<file path="src/rtl/pred_issue.sv">
// Predicate-evaluation sequencer: 1-entry hold, stalls on pending predicate writes, accept->out_valid 2 cycles;
// valid/ready both sides, one instr per 2 cycles. Scoreboard built only with `PRED_SCOREBOARD_EN defined.
module pred_issue #(
  parameter int unsigned CNT_W     = 2,
  parameter logic [31:0] NOP       = 32'h0000_0013,
  parameter logic [15:0] PRIV_REGS = 16'hC000
) (
  input  logic        clk,
  input  logic        rst,
  input  logic        in_valid,
  output logic        in_ready,
  input  logic [31:0] in_instr,
  output logic [3:0]  reg_addr,
  input  logic [31:0] reg_value,
  output logic        out_valid,
  input  logic        out_ready,
  output logic [26:0] out_instr,
  output logic        out_squashed,
  output logic        out_priv,
  input  logic        alloc_valid,
  input  logic [3:0]  alloc_addr,
  output logic        alloc_ready,
  input  logic        wb_valid,
  input  logic [3:0]  wb_addr,
  input  logic        flush
);

  typedef enum logic [1:0] {EMPTY, EVAL, VALID} state_t;

  state_t      state_q, state_d;
  logic [31:0] hold_q, hold_d;
  logic [26:0] out_instr_q, out_instr_d;
  logic        out_squashed_q, out_squashed_d;
  logic        out_priv_q, out_priv_d;
  logic        out_valid_q, out_valid_d;
  logic        stall, pred, accept;

  function automatic logic privileged(input logic [3:0] addr);
    return PRIV_REGS[addr];
  endfunction

  assign reg_addr     = hold_q[31:28];
  assign in_ready     = !flush && (state_q == EMPTY || (state_q == VALID && out_ready));
  assign accept       = in_valid && in_ready;
  assign pred         = (reg_value == 32'd0) ^ hold_q[27];
  assign out_valid    = out_valid_q;
  assign out_instr    = out_instr_q;
  assign out_squashed = out_squashed_q;
  assign out_priv     = out_priv_q;

`ifdef PRED_SCOREBOARD_EN
  localparam logic [CNT_W-1:0] CNT_MAX = '1;

  logic [CNT_W-1:0] cnt_q [16];
  logic [CNT_W-1:0] cnt_d [16];

  assign alloc_ready = (alloc_addr == 4'd0) || (cnt_q[alloc_addr] != CNT_MAX);
  // Registered count: a release seen this cycle only unblocks EVAL next cycle.
  assign stall       = (cnt_q[hold_q[31:28]] != '0);

  always_comb begin
    for (int r = 0; r < 16; r++) begin
      logic inc, dec;
      inc = alloc_valid && alloc_ready && (alloc_addr == 4'(r));
      dec = wb_valid && (wb_addr == 4'(r));
      cnt_d[r] = cnt_q[r];
      if (r == 0)
        cnt_d[r] = '0;
      else if (inc && !dec)
        cnt_d[r] = cnt_q[r] + 1'b1;
      else if (dec && !inc && cnt_q[r] != '0)
        cnt_d[r] = cnt_q[r] - 1'b1;
    end
  end

  always_ff @(posedge clk or posedge rst) begin
    if (rst) begin
      for (int r = 0; r < 16; r++) cnt_q[r] <= '0;
    end else begin
      for (int r = 0; r < 16; r++) cnt_q[r] <= cnt_d[r];
    end
  end
`else
  localparam int unsigned unused_cnt_w = CNT_W;
  logic unused_sb;

  assign alloc_ready = 1'b1;
  assign stall       = 1'b0;
  assign unused_sb   = ^{alloc_valid, alloc_addr, wb_valid, wb_addr};
`endif

  always_comb begin
    state_d        = state_q;
    hold_d         = hold_q;
    out_instr_d    = out_instr_q;
    out_squashed_d = out_squashed_q;
    out_priv_d     = out_priv_q;
    out_valid_d    = out_valid_q;
    case (state_q)
      EMPTY: begin
        if (accept) begin
          hold_d  = in_instr;
          state_d = EVAL;
        end
      end
      EVAL: begin
        if (!stall) begin
          out_instr_d    = pred ? hold_q[26:0] : NOP[26:0];
          out_squashed_d = !pred;
          out_priv_d     = privileged(reg_addr);
          out_valid_d    = 1'b1;
          state_d        = VALID;
        end
      end
      VALID: begin
        if (out_ready) begin
          out_valid_d = 1'b0;
          if (accept) begin
            hold_d  = in_instr;
            state_d = EVAL;
          end else begin
            state_d = EMPTY;
          end
        end
      end
      default: state_d = EMPTY;
    endcase
    // Flush wins; an output handshake in the same cycle has already happened.
    if (flush) begin
      state_d     = EMPTY;
      out_valid_d = 1'b0;
    end
  end

  always_ff @(posedge clk or posedge rst) begin
    if (rst) begin
      state_q        <= EMPTY;
      hold_q         <= '0;
      out_instr_q    <= '0;
      out_squashed_q <= 1'b0;
      out_priv_q     <= 1'b0;
      out_valid_q    <= 1'b0;
    end else begin
      state_q        <= state_d;
      hold_q         <= hold_d;
      out_instr_q    <= out_instr_d;
      out_squashed_q <= out_squashed_d;
      out_priv_q     <= out_priv_d;
      out_valid_q    <= out_valid_d;
    end
  end

endmodule

</file>
<file path="config.mk">
export PLATFORM = sky130hd
export DESIGN_NAME = pred_issue
export DESIGN_NICKNAME = d
export VERILOG_FILES = /design/src/rtl/pred_issue.sv
export SDC_FILE = /design/constraint.sdc
export NUM_CORES = 1
export LEC_CHECK = 0
export ABC_AREA = 1
export BUFFER_PORTS_ARGS = -buffer_cell sky130_fd_sc_hd__buf_2
export CAP_MARGIN = 10
export CORE_MARGIN = 2
export CORE_UTILIZATION = 38
export CTS_BUF_LIST = sky130_fd_sc_hd__clkbuf_4 sky130_fd_sc_hd__clkbuf_8
export DETAILED_ROUTE_END_ITERATION = 8
export PLACE_DENSITY = 0.77
export RECOVER_POWER = 25
export SYNTH_ARGS = -nofsm -noshare
export SYNTH_HDL_FRONTEND = slang
export SYNTH_SLANG_ARGS = --single-unit
</file>
<file path="constraint.sdc">
create_clock -name clk -period 2.6 [get_ports clk]
set_input_delay 0.39 -clock clk [delete_from_list [all_inputs] [get_ports clk]]
set_output_delay 0.39 -clock clk [all_outputs]
set_load 0.02 [all_outputs]
</file>
==> results by group, run 1 <==
GRT
  • Largest net degree at the start of global routing: 34
  • Grt ovf: 0
  • Vias in the first global route: 2462
  • Global Route Usage Sum: 16.8%
  • Initial antenna violation count: 0
  • First-pass GRT wire length: 10900 um

Synthesis
  • Main combinational cell family by area after synthesis: simple AND/OR/NAND/NOR gates
  • Avg Synthesized Cell Area: 8.65 sq um
  • Seq/Total Area, Yosys: 57.3%
  • Seq cells post-synth: 64
  • Distinct cells, synth: 21
  • Post-Synth Adder-Cell Area: 0%
  • Area of the mapped netlist: 2790 sq um
  • Syn Inst Count: 323
  • YS warnings: 0
  • Multiplexer share of the synthesized area: 0%
  • Synth Area in Compound Gates: 7.61%
  • XOR/XNOR Fraction of Synth Area: 0%
  • Synth Area in Simple Gates: 29.1%
  • Net Count, Synth: 402

Floorplan
  • Die ar.: 8050 sq um
  • Starting Density: 38.9%
  • Core area: 7180 sq um
  • Die X: 89.7 um
  • DIE HEIGHT: 89.7 um
  • Floorplan row count: 31
  • # IOs: 115

Clocking
  • Total CTS buffers: 9
  • H-tree Lvls: 3
  • Worst skew pair latency: 330 ps
  • Root buffer cell: clkbuf_8
  • Clock slew at reported path FFs: 70 ps
  • Postcts setup bufs: 0
  • CTS resizes: 0
  • Clk buf depth: 2
  • Clk sink count: 64
  • Hold buffer count at CTS: 0
  • CTS tree: done

Timing
  • Fmax: 0.573 GHz
  • Final period util: 67.1%
  • Clock skew: 6.69 ps
  • Fin. max-slew vios: 0
  • Relative slew slack: 24.5%
  • Final hold vios: 0
  • Final setup fails: 0
  • Min cycle time layout: 1750 ps
  • Worst-margin pin slew: 1130 ps
  • RSZ-0062 raised after global routing: no
  • Setup TNS Final: 0 ps

Drt
  • First-pass DRT Iterations: 4
  • Final wirelength: 6250 um
  • Vias: 2348
  • DR WL/cell: 11.9 um
  • Residual DRC: 0
  • Routed Antenna Nets: 0
  • Vias/cell: 4.46
  • Initial drt markers: 79

Critical path
  • Setup CP Type: primary input to asynchronous set/reset pin
  • CP Capture Type: asynchronous set/reset pin
  • Worst setup SP type: primary input
  • Reg-to-reg setup timing slack: 1040 ps
  • CP required: 2870 ps
  • Worst R2R Start: state_q[0]$_DFFE_PP0P_
  • Max FO, Critical Path: 23
  • Crit path DAT: 2020 ps
  • CP Launch Point: rst
  • Worst Setup EP: hold_q[31]$_DFFE_PP0P_
  • Cells on worst reg2reg path: 6
  • Capture point of the worst reg-to-reg path: out_instr[25]$_DFFE_PP0N_

Place
  • Port bufs: 103
  • Gpl congestion: 0.703
  • DP HPWL: 4250 um

Power
  • Worst VDD drop: 0.282 mV
  • Leak Pwr: 0.00194 uW
  • PwrDens: 742 nW/um^2

Layout
  • Leading cell type in the layout, fill and taps excluded: nand2_1
  • Nets: 502
  • Commonest non-fill, non-tap cells in the layout: nand2_1 (163), buf_2 (103), dfrtp_1 (64), nor2_1 (24), o21ai_2 (19)
  • Antenna Cells: 0
  • Fill cells: 731
  • Layout cell share with drive strength beyond 1: 35.5%
  • Post-Route Utilization: 49.2%
  • Layout Area Growth over Synthesis: 26.4%

Status
  • Status: completed

Hold path
  • HP Class: primary input to asynchronous set/reset pin

Flow run
  • Maxcap violations: 0
-- layer usage --
metal  global-route usage (%)  vias to the layer above  routed length, um  part of all wire, %
met1                     19.3                     1087               2680                   43
met3                     3.10                       14                220                  3.5
li1                         -                     1192                  -                    -
met2                     29.5                       55               3180                   51
met5                        0                        -                  0                    0
met4                     9.74                        0                160                  2.6
-- worst max-delay path, stage by stage --
cell      delay [ps]
buf_2             90
inv_1            620
clkbuf_1         910
-- state kept, by name, indices dropped and copies added (netlist names) --
signal and count:
out_priv 1, state_q 2, out_valid 1, hold_q 32, out_instr 27, out_squashed 1
-- kinds of logic after synthesis --
family	count (synthesis)
other	1
buffers and inverters	29
DFF	64
AOI/OAI and AO/OA	25
and+or+nand+nor	204
-- Yosys cell counts --
library cell | n | area (sq um)
nand4_1 | 4 | 25.0
conb_1 | 1 | 3.75
nand2_2 | 1 | 6.26
dfrtp_1 | 64 | 1600
o211ai_1 | 1 | 7.51
or2_2 | 3 | 18.8
buf_2 | 6 | 30.0
buf_4 | 6 | 45.0
buf_12 | 1 | 20.0
nand2_1 | 163 | 612
nor2_1 | 25 | 93.8
inv_1 | 9 | 33.8
o21ai_0 | 4 | 20.0
buf_6 | 1 | 11.3
inv_2 | 1 | 3.75
clkbuf_1 | 5 | 18.8
nand3_1 | 5 | 25.0
nor3_2 | 1 | 10.0
nand2_4 | 2 | 22.5
o21ai_2 | 19 | 166
o21bai_4 | 1 | 18.8
-- report_power, final --
group / internal (uW) / total [uW] / switching [uW]
Combinational: 212 / 582 / 371
Sequential: 1160 / 1250 / 87.3
Clock: 430 / 789 / 358
-- metrics by stage --
stage	hold WS, ps	std cells	setup slack [ps]	total power (uW)	cell area (sq um)
final	229	527	854	2620	3530
after global placement	439	511	822	1840	3350
after CTS	68.9	527	1010	2660	3540
after global routing	236	527	459	2780	3530
after detailed placement	436	511	788	1860	3350
after floorplan	449	323	612	1670	2790
-- worst min path at each step --
| stage | start | to | slack, ps | cells after the start |
|---|---|---|---|---|
| floorplan | hold_q[10]$_DFFE_PP0P_ | hold_q[10]$_DFFE_PP0P_ | 450 | 2 |
| global placement | rst | hold_q[7]$_DFFE_PP0P_ | 440 | 2 |
| detailed placement | rst | hold_q[7]$_DFFE_PP0P_ | 440 | 2 |
| CTS | rst | state_q[1]$_DFFE_PP0P_ | 70 | 2 |
| global route | in_instr[0] | hold_q[0]$_DFFE_PP0P_ | 240 | 3 |
| finish | rst | out_instr[1]$_DFFE_PP0N_ | 230 | 2 |
-- final cells by class --
type,count,area (sq um),area share (%)
Inverter,10,37.5,1.06
Multi-Input combinational cell,230,1030,29.2
Clock inverter,3,15.0,0.425
Tap cell,99,124,3.51
Clock buffer,13,173,4.89
Timing Repair Buffer,108,549,15.6
Sequential cell,64,1600,45.3
Power figures use the tool's default switching activity.
==> inputs of run 2 (changes only) <==
--- a/config.mk
+++ b/config.mk
@@ -12,7 +12,7 @@
 export CORE_UTILIZATION = 38
 export CTS_BUF_LIST = sky130_fd_sc_hd__clkbuf_4 sky130_fd_sc_hd__clkbuf_8
 export DETAILED_ROUTE_END_ITERATION = 8
-export PLACE_DENSITY = 0.77
+export PLACE_DENSITY = 0.79
 export RECOVER_POWER = 25
 export SYNTH_ARGS = -nofsm -noshare
 export SYNTH_HDL_FRONTEND = slang
==> constraint.sdc (replaced) <==
create_clock -name clk -period 1.4 [get_ports clk]
set_input_delay 0.21 -clock clk [delete_from_list [all_inputs] [get_ports clk]]
set_output_delay 0.21 -clock clk [all_outputs]
set_load 0.02 [all_outputs]
==> results by group, run 2 (synthesis gave the netlist of run 1 again) <==
Layout
  • Layout cell share with drive strength beyond 1: 36.6%
  • Most flop-heavy register: hold_q
  • Post-Route Utilization: 51.6%
  • Commonest non-fill, non-tap cells in the layout: nand2_1 (163), buf_2 (101), dfrtp_1 (64), nor2_1 (24), o21ai_2 (19)
  • Antenna Cells: 0
  • Nets: 510
  • Leading cell type in the layout, fill and taps excluded: nand2_1
  • Largest register FFs: 32
  • Fill cells: 681
  • Layout Area Growth over Synthesis: 32.4%

Timing
  • RSZ-0062 raised after global routing: yes
  • Min cycle time layout: 1360 ps
  • Relative slew slack: 61.6%
  • Final setup fails: 0
  • Clock skew: 8.70 ps
  • Fmax: 0.735 GHz
  • Final period util: 97.1%
  • Fin. max-slew vios: 0
  • Setup TNS Final: 0 ps
  • Worst-margin pin slew: 576 ps
  • Final hold vios: 0

Power
  • Leak Pwr: 0.00201 uW
  • Worst VDD drop: 0.583 mV
  • PwrDens: 1420 nW/um^2

Hold path
  • HP Class: primary input to flip-flop

Clocking
  • Clk sink count: 64
  • Total CTS buffers: 9
  • CTS tree: done
  • Root buffer cell: clkbuf_8
  • Clk buf depth: 2
  • Worst skew pair latency: 320 ps
  • Clock slew at reported path FFs: 70 ps
  • H-tree Lvls: 3

Critical path
  • Max FO, Critical Path: 3
  • CP Capture Type: output port
  • CP required: 1190 ps
  • Worst setup SP type: flip-flop
  • Setup CP Type: flip-flop to output port
  • Crit path DAT: 1150 ps

Drt
  • Final wirelength: 6260 um
  • Initial drt markers: 47
  • DR WL/cell: 11.7 um
  • Vias: 2387
  • Routed Antenna Nets: 0
  • Residual DRC: 0
  • First-pass DRT Iterations: 4
  • Vias/cell: 4.47

Floorplan
  • Starting Density: 38.9%
  • Floorplan row count: 31
  • # IOs: 115
  • Core area: 7180 sq um
  • DIE HEIGHT: 89.7 um
  • Die X: 89.7 um
  • Die ar.: 8050 sq um

Place
  • DP HPWL: 4560 um
  • Port bufs: 103
  • Gpl congestion: 0.712

GRT
  • First-pass GRT wire length: 10800 um
  • Vias in the first global route: 2414
  • Largest net degree at the start of global routing: 65
  • Global Route Usage Sum: 16.4%
  • Grt ovf: 0
  • Initial antenna violation count: 0

Flow run
  • Maxcap violations: 0

Status
  • Status: completed
run 2: path summary, 6_finish.rpt:
check,startpoint,cells past startpoint,end,slack (ps)
worst max-delay path,state_q[1]$_DFFE_PP0P_,4,in_ready,40
worst min-delay path,in_instr[27],3,hold_q[27]$_DFFE_PP0P_,80
worst max register to register,state_q[1]$_DFFE_PP0P_,7,hold_q[13]$_DFFE_PP0P_,120
worst min register to register,hold_q[2]$_DFFE_PP0P_,2,hold_q[2]$_DFFE_PP0P_,470
max in group asynchronous,rst,4,out_instr[3]$_DFFE_PP0N_,400
min in group asynchronous,rst,4,hold_q[18]$_DFFE_PP0P_,590
run 2: metal layers:
| layer | share of wire [%] | vias up | track usage, % |
|---|---|---|---|
| met4 | 1.8 | 0 | 6.28 |
| met5 | 0 | - | 0 |
| met2 | 50 | 51 | 28.0 |
| met1 | 44 | 1115 | 20.4 |
| li1 | - | 1207 | - |
| met3 | 3.9 | 14 | 3.86 |
run 2: cell type report:
cell class	count	area, sq um	area share (%)
clock buffer	12	159	4.29
sequential	64	1600	43.3
clock inverter	3	65.1	1.76
tap	99	124	3.35
inverter	10	41.3	1.12
timing repair buffer	116	671	18.1
multi-input combinational	230	1040	28.1
run 2: stage by stage:
stage | total power (uW) | worst slack, ps | cells | hold slack (ps) | instance area, sq um
floorplan | 3100 | 46.9 | 323 | 320 | 2800
global placement | 3490 | 62.9 | 518 | 320 | 3470
detailed placement | 3530 | 0.182 | 518 | 329 | 3470
CTS | 5310 | 0.377 | 534 | 67.3 | 3710
global route | 5530 | -56.8 | 534 | 79.4 | 3700
finish | 5240 | 40.1 | 534 | 80.8 | 3700
run 2: what timing repair did:
item / in CTS / in global routing
gates resized for setup: 0 / 1
endpoints found under the setup margin: 0 / 21
buffers inserted: 0 / 0
hold endpoints to repair: 64 / 0
hold buffers: 1 / 0
run 2: critical path, cell delays in order, from the launching register on:
cell     delay, ps
dfrtp_1        400
nand2_1         70
inv_1           70
nor3_4         130
buf_4          170
run 2: report_power, final:
group | leakage (uW) | switching, uW | total, uW | internal, uW
clock network | 0.000116 | 649 | 1760 | 1110
registers | 0.000815 | 162 | 2320 | 2160
logic | 0.00108 | 704 | 1160 | 458
total | 0.00201 | 1510 | 5240 | 3720
